==> config.mk <==
export PLATFORM = sky130hd
export DESIGN_NAME = alveo_hls4ml_mul_share_arb
export DESIGN_NICKNAME = d
export VERILOG_FILES = /design/src/rtl/mul_share_arb_pkg.sv /design/src/rtl/alveo_hls4ml_mul_share_pipe.sv /design/src/rtl/alveo_hls4ml_mul_share_arb.sv
export SDC_FILE = /design/constraint.sdc
export NUM_CORES = 1
export LEC_CHECK = 0
export ABC_CLOCK_PERIOD_IN_PS = 7200
export CAP_MARGIN = 20
export CORE_ASPECT_RATIO = 0.9
export CORE_MARGIN = 2
export CORE_UTILIZATION = 40
export DETAILED_ROUTE_END_ITERATION = 8
export HOLD_SLACK_MARGIN = 0.02
export SLEW_MARGIN = 30
export SYNTH_ARGS = -nofsm -noshare
export SYNTH_HDL_FRONTEND = slang
export SYNTH_SLANG_ARGS = --single-unit
==> constraint.sdc <==
create_clock -name ap_clk -period 7.2 [get_ports ap_clk]
set_clock_uncertainty 0.15 [all_clocks]
set_input_delay 2.16 -clock ap_clk [delete_from_list [all_inputs] [get_ports ap_clk]]
set_output_delay 2.16 -clock ap_clk [all_outputs]
set_load 0.02 [all_outputs]
==> src/rtl/mul_share_arb_pkg.sv <==
// Shared types, constants and the round-robin pick function for the
// shared-multiplier arbiter.
package mul_share_arb_pkg;

    localparam int MUL_LAT = 4;
    localparam int MAX_REQ = 16;

    typedef logic signed [15:0] operand_t;
    typedef logic signed [31:0] product_t;

    // One-hot grant: first valid requester at or above ptr, wrapping n-1 -> 0.
    // Bits at or above n are always zero.
    function automatic logic [MAX_REQ-1:0] rr_pick(
        input logic [MAX_REQ-1:0] valid,
        input logic [3:0]         ptr,
        input int                 n
    );
        logic [MAX_REQ-1:0] grant;
        logic               found;
        int                 idx;
        grant = {MAX_REQ{1'b0}};
        found = 1'b0;
        idx   = 0;
        for (int k = 0; k < MAX_REQ; k++) begin
            if (k < n) begin
                idx = int'(ptr) + k;
                if (idx >= n) begin
                    idx = idx - n;
                end else begin
                    idx = idx;
                end
                if (!found && valid[idx[3:0]]) begin
                    grant[idx[3:0]] = 1'b1;
                    found           = 1'b1;
                end else begin
                    found = found;
                end
            end else begin
                grant = grant;
            end
        end
        return grant;
    endfunction

endpackage

==> src/rtl/alveo_hls4ml_mul_share_pipe.sv <==
// Four-stage clock-enabled signed 16x16->32 multiplier with a parallel
// {valid,id} pipeline. Data and id registers only load behind a valid stage,
// so the output holds its last product while bubbles pass through.
module alveo_hls4ml_mul_share_pipe
    import mul_share_arb_pkg::*;
#(
    parameter int ID_W = 2
) (
    input  logic            ap_clk,
    input  logic            ap_rst_n,
    input  logic            ce,
    input  logic            in_valid,
    input  logic [ID_W-1:0] in_id,
    input  logic [15:0]     in_a,
    input  logic [15:0]     in_b,
    output logic            out_valid,
    output logic [ID_W-1:0] out_id,
    output logic [31:0]     out_p
);

    logic [MUL_LAT-2:0] vld_r;
    operand_t           a_r;
    operand_t           b_r;
    product_t           prod1_r;
    product_t           prod2_r;
    logic [ID_W-1:0]    id1_r;
    logic [ID_W-1:0]    id2_r;
    logic [ID_W-1:0]    id3_r;

    // Valid shift register; bubbles advance with the pipe and are never collapsed.
    always_ff @(posedge ap_clk or negedge ap_rst_n) begin
        if (!ap_rst_n) begin
            vld_r     <= {(MUL_LAT-1){1'b0}};
            out_valid <= 1'b0;
        end else if (ce) begin
            vld_r     <= {vld_r[MUL_LAT-3:0], in_valid};
            out_valid <= vld_r[MUL_LAT-2];
        end else begin
            vld_r     <= vld_r;
            out_valid <= out_valid;
        end
    end

    // Stage 1: capture the granted operand pair and its tag.
    always_ff @(posedge ap_clk or negedge ap_rst_n) begin
        if (!ap_rst_n) begin
            a_r   <= 16'sd0;
            b_r   <= 16'sd0;
            id1_r <= {ID_W{1'b0}};
        end else if (ce && in_valid) begin
            a_r   <= operand_t'(in_a);
            b_r   <= operand_t'(in_b);
            id1_r <= in_id;
        end else begin
            a_r   <= a_r;
            b_r   <= b_r;
            id1_r <= id1_r;
        end
    end

    // Stage 2: full-precision signed multiply.
    always_ff @(posedge ap_clk or negedge ap_rst_n) begin
        if (!ap_rst_n) begin
            prod1_r <= 32'sd0;
            id2_r   <= {ID_W{1'b0}};
        end else if (ce && vld_r[0]) begin
            prod1_r <= product_t'(a_r) * product_t'(b_r);
            id2_r   <= id1_r;
        end else begin
            prod1_r <= prod1_r;
            id2_r   <= id2_r;
        end
    end

    // Stage 3: product retiming register.
    always_ff @(posedge ap_clk or negedge ap_rst_n) begin
        if (!ap_rst_n) begin
            prod2_r <= 32'sd0;
            id3_r   <= {ID_W{1'b0}};
        end else if (ce && vld_r[1]) begin
            prod2_r <= prod1_r;
            id3_r   <= id2_r;
        end else begin
            prod2_r <= prod2_r;
            id3_r   <= id3_r;
        end
    end

    // Stage 4: output register; holds the last result across bubbles and stalls.
    always_ff @(posedge ap_clk or negedge ap_rst_n) begin
        if (!ap_rst_n) begin
            out_p  <= 32'h0000_0000;
            out_id <= {ID_W{1'b0}};
        end else if (ce && vld_r[2]) begin
            out_p  <= prod2_r;
            out_id <= id3_r;
        end else begin
            out_p  <= out_p;
            out_id <= out_id;
        end
    end

endmodule

==> src/rtl/alveo_hls4ml_mul_share_arb.sv <==
// Round-robin arbiter sharing one 4-stage signed multiplier between NUM_REQ
// requesters; results return tagged with the requester index under
// valid/ready backpressure.
// Optional build macro MUL_SHARE_ARB_PERF_EN adds saturating issue/stall
// counters with a synchronous clear.
module alveo_hls4ml_mul_share_arb
    import mul_share_arb_pkg::*;
#(
    parameter int NUM_REQ = 4,
    parameter int ID_W    = $clog2(NUM_REQ)
) (
    input  logic                 ap_clk,
    input  logic                 ap_rst_n,
    input  logic [NUM_REQ-1:0]   req_valid,
    output logic [NUM_REQ-1:0]   req_ready,
    input  logic [NUM_REQ*16-1:0] req_a,
    input  logic [NUM_REQ*16-1:0] req_b,
    output logic                 res_valid,
    input  logic                 res_ready,
    output logic [ID_W-1:0]      res_id,
    output logic [31:0]          res_p
`ifdef MUL_SHARE_ARB_PERF_EN
    ,
    input  logic                 perf_clr,
    output logic [31:0]          perf_issue_cnt,
    output logic [31:0]          perf_stall_cnt
`endif
);

    logic               ce_s;
    logic [NUM_REQ-1:0] grant_s;
    logic               issue_s;
    logic [ID_W-1:0]    sel_id_s;
    logic [15:0]        sel_a_s;
    logic [15:0]        sel_b_s;
    logic [ID_W-1:0]    rr_ptr_r;

    // Pipe advance enable, round-robin grant, accept strobes and operand mux.
    always_comb begin
        ce_s    = !(res_valid && !res_ready);
        grant_s = NUM_REQ'(rr_pick(MAX_REQ'(req_valid), 4'(rr_ptr_r), NUM_REQ));
        if (ap_rst_n && ce_s) begin
            req_ready = grant_s;
        end else begin
            req_ready = {NUM_REQ{1'b0}};
        end
        issue_s  = |req_ready;
        sel_id_s = {ID_W{1'b0}};
        sel_a_s  = 16'h0000;
        sel_b_s  = 16'h0000;
        for (int i = 0; i < NUM_REQ; i++) begin
            if (grant_s[i]) begin
                sel_id_s = ID_W'(i);
                sel_a_s  = req_a[16*i +: 16];
                sel_b_s  = req_b[16*i +: 16];
            end else begin
                sel_id_s = sel_id_s;
            end
        end
    end

    // Round-robin pointer moves just past the requester that transferred.
    always_ff @(posedge ap_clk or negedge ap_rst_n) begin
        if (!ap_rst_n) begin
            rr_ptr_r <= {ID_W{1'b0}};
        end else if (issue_s) begin
            if (sel_id_s == ID_W'(NUM_REQ - 1)) begin
                rr_ptr_r <= {ID_W{1'b0}};
            end else begin
                rr_ptr_r <= sel_id_s + ID_W'(1'b1);
            end
        end else begin
            rr_ptr_r <= rr_ptr_r;
        end
    end

    alveo_hls4ml_mul_share_pipe #(
        .ID_W (ID_W)
    ) u_pipe (
        .ap_clk    (ap_clk),
        .ap_rst_n  (ap_rst_n),
        .ce        (ce_s),
        .in_valid  (issue_s),
        .in_id     (sel_id_s),
        .in_a      (sel_a_s),
        .in_b      (sel_b_s),
        .out_valid (res_valid),
        .out_id    (res_id),
        .out_p     (res_p)
    );

`ifdef MUL_SHARE_ARB_PERF_EN
    // Issue counter: one per transfer, saturating, clear wins over increment.
    always_ff @(posedge ap_clk or negedge ap_rst_n) begin
        if (!ap_rst_n) begin
            perf_issue_cnt <= 32'h0000_0000;
        end else if (perf_clr) begin
            perf_issue_cnt <= 32'h0000_0000;
        end else if (issue_s && (perf_issue_cnt != 32'hFFFF_FFFF)) begin
            perf_issue_cnt <= perf_issue_cnt + 32'd1;
        end else begin
            perf_issue_cnt <= perf_issue_cnt;
        end
    end

    // Stall counter: one per cycle with the pipe frozen, saturating.
    always_ff @(posedge ap_clk or negedge ap_rst_n) begin
        if (!ap_rst_n) begin
            perf_stall_cnt <= 32'h0000_0000;
        end else if (perf_clr) begin
            perf_stall_cnt <= 32'h0000_0000;
        end else if (!ce_s && (perf_stall_cnt != 32'hFFFF_FFFF)) begin
            perf_stall_cnt <= perf_stall_cnt + 32'd1;
        end else begin
            perf_stall_cnt <= perf_stall_cnt;
        end
    end
`endif

endmodule

==> results_dict.tcl <==
set metrics [dict create \
    fillers 3779 \
    crit_path_max_incr_delay_ns 0.60 \
    cp.required_ns 4.89 \
    dr.pass1.iters 5 \
    row_count 70 \
    fin_crit_ns 6.87 \
    numPortBuffers 173 \
    grt_remaining_overflow 0 \
    ys_warn_count 0 \
    maxSlewHeadroom 0.426 \
    grt_usage 0.194 \
    synth_cells 1654 \
    area_growth_pct 18.4 \
    max_cap_viol_count 0 \
    grt_max_degree 59 \
    max_clock_freq_mhz 146 \
    antenna-diode-count 0 \
    setup-violations-final 0 \
    synth_top_flop_cell "dfrtp_1" \
    place_hpwl_mm 30.7 \
    gp_congestion 0.844 \
    synth_seq_area_share 0.219 \
    core_area_sq_um 40400 \
    h-tree-depth 4 \
    worstHoldPathType "register to register" \
    synth_seq_cells 142 \
    grt_antenna_before_repair 0 \
    syn_area_per_cell_sq_um 9.82 \
    vias 12000 \
    numClockSinks 142 \
    syn_nets 2139 \
    maxSlewViolCount 0 \
    crit_type "input port to output pin" \
    rsz0062_at_grt "false" \
    grt_pass1_vias 12900 \
    cts.clk_slew.worst_paths_ns 0.07 \
    tns_ns 0 \
    multi_input_comb_area_sq_um 11200 \
    start_util 0.402 \
    critPathMaxFanout 6 \
    cts_root_buffer "clkbuf_16" \
    syn_area_sq_um 16200 \
    viasPerCell 5.09 \
    critPathSlowestCell "clkdlybuf4s50_1" \
    crit_arrival_ns 4.56 \
    finalCritPeriodShare 0.954 \
    async_flop_share 1.00 \
    cp-start-kind "input port" \
    wl_per_cell_microns 16.6 \
    die_h_microns 195 \
    cp_cell_sequence "clkdlybuf4s50_1 > mux4_2 > o21ai_2 > nor2_1 > a311oi_1 > a21oi_2 > nor2_1 > clkdlybuf4s50_1" \
    final_cell_area_sq_um 19200 \
    clkLatencyLatePin_ns 0.44 \
    dieArea_sq_um 42200 \
    hold_violations 0 \
    detail_route.wirelength_mm 39.2 \
    cts_tree "done" \
    synth.distinct_cells 59 \
    grt_pass1_wl_mm 65.1 \
    status "completed" \
    ant_nets 0 \
    synth_edf_count 0 \
    placed_area_sq_um 18600 \
    die_w_microns 216 \
    tightest_slew_ns 0.859 \
    clock_path_buffers 2 \
    regArea_sq_um 3570 \
    drive_above_1_share 0.0941 \
    nets 2290 \
    post-place-ws_ns 0.270 \
    ios 174 \
    hold_ws_ns 0.329 \
    cts_buffers 17 \
    drtIter0Drc 638 \
    setup_ws_ns 0.332 \
    route.detailed.drc 0 \
    cp-end-kind "output pin" \
]
==> state kept, by name, summed over array words and instances (netlist names) <==
register / cells
u_pipe.vld_r: 3
u_pipe.b_r: 16
u_pipe.id2_r: 2
u_pipe.id3_r: 2
u_pipe.a_r: 16
u_pipe.prod1_r: 32
u_pipe.out_id: 2
u_pipe.out_p: 32
u_pipe.id1_r: 2
u_pipe.prod2_r: 32
rr_ptr_r: 2
u_pipe.out_valid: 1
==> final cells by class <==
class,instances,area share
flip-flops and latches,142,0.186
well taps,540,0.0351
clock inverters,15,0.00735
inverters,309,0.0603
clock buffers,17,0.0221
multi-input cells,1126,0.584
repair buffers,209,0.105
==> cells in the mapped netlist (all sizes together) (3+ instances only) <==
cell	number	area, sq um
buf	12	60.1
a2111oi	3	46.3
nor3	8	40.0
xor2	13	114
a221oi	32	280
dfrtp	142	3550
clkbuf	65	244
nand3	5	25.0
mux2i	6	60.1
o31ai	4	30.0
nor2	30	113
o21a	6	45.0
o211ai	3	22.5
nor3b	10	75.1
and2	114	713
o21ai	74	374
nand2b	8	50.1
ha	88	1100
o21bai	3	22.5
fa	262	5250
nand2	241	905
xnor2	17	149
inv	308	1160
a21o	13	97.6
a31oi	5	37.5
a21oi	32	160
and3	9	56.3
o2bb2ai	32	280
mux2	77	867
a221o	3	30.0
==> metal layers <==
| metal | track usage | up-vias | share of wire |
|---|---|---|---|
| met5 | 0 | - | 0 |
| met1 | 0.233 | 6203 | 0.40 |
| li1 | - | 5517 | - |
| met4 | 0.0654 | 0 | 0.027 |
| met2 | 0.357 | 202 | 0.55 |
| met3 | 0.0234 | 72 | 0.031 |
==> layout by cell type, fill, tap and decap left out, drive strengths merged, types with 32 or more instances in the layout <==
master and n:
and2 114, mux2 77, ha 88, fa 262
dfrtp 142, a221oi 32, clkdlybuf4s50 172, nand2 241
buf 37, a21oi 32, o2bb2ai 32, inv 319
o21ai 74
==> worst max-delay path: cells and delay by family <==
kind / cells / cell delay (ns)
buf+inv: 2 / 1.06
simple gates: 2 / 0.17
mux: 1 / 0.52
compound gates: 3 / 0.64
==> worst paths after layout <==
kind                                                        to  slack, ns                           start  cells past startpoint
worst max-delay path                              req_ready[3]       0.33                    req_valid[0]                      8
worst min-delay path            u_pipe.prod1_r[16]$_DFFE_PN0P_       0.33  u_pipe.prod1_r[16]$_DFFE_PN0P_                      2
worst max register to register  u_pipe.prod1_r[30]$_DFFE_PN0P_       0.34       u_pipe.b_r[6]$_DFFE_PN0P_                     19
worst min register to register  u_pipe.prod1_r[16]$_DFFE_PN0P_       0.33  u_pipe.prod1_r[16]$_DFFE_PN0P_                      2
max in group asynchronous       u_pipe.prod2_r[10]$_DFFE_PN0P_       4.35                        ap_rst_n                      3
min in group asynchronous          u_pipe.out_p[7]$_DFFE_PN0P_       1.47                        ap_rst_n                      1
==> cells by family after synthesis <==
kind of cell | after synthesis | share of synthesized area
AOI/OAI and AO/OA | 222 | 0.0965
xor gates and xnor gates | 30 | 0.0162
adders and majority gates | 350 | 0.391
buffers and inverters | 386 | 0.0901
DFF | 142 | 0.219
muxes | 85 | 0.0599
and+or+nand+nor | 439 | 0.128
==> metrics by stage <==
stage	utilization	cells
6_report	0.476	2358
5_1_grt	0.476	2358
4_1_cts	0.476	2358
3_5_place_dp	0.462	2326
3_3_place_gp	0.461	2325
2_1_floorplan	-	1654
==> timing repair <==
item	in CTS	in global routing
hold buffers	0	0
buffers inserted	0	0
endpoints found under the setup margin	0	3
endpoints found under the hold margin	0	0
gates resized for setup	0	17
Power is not shown: default switching activity piles up to over one toggle a cycle in this logic, so the estimate is an artifact.
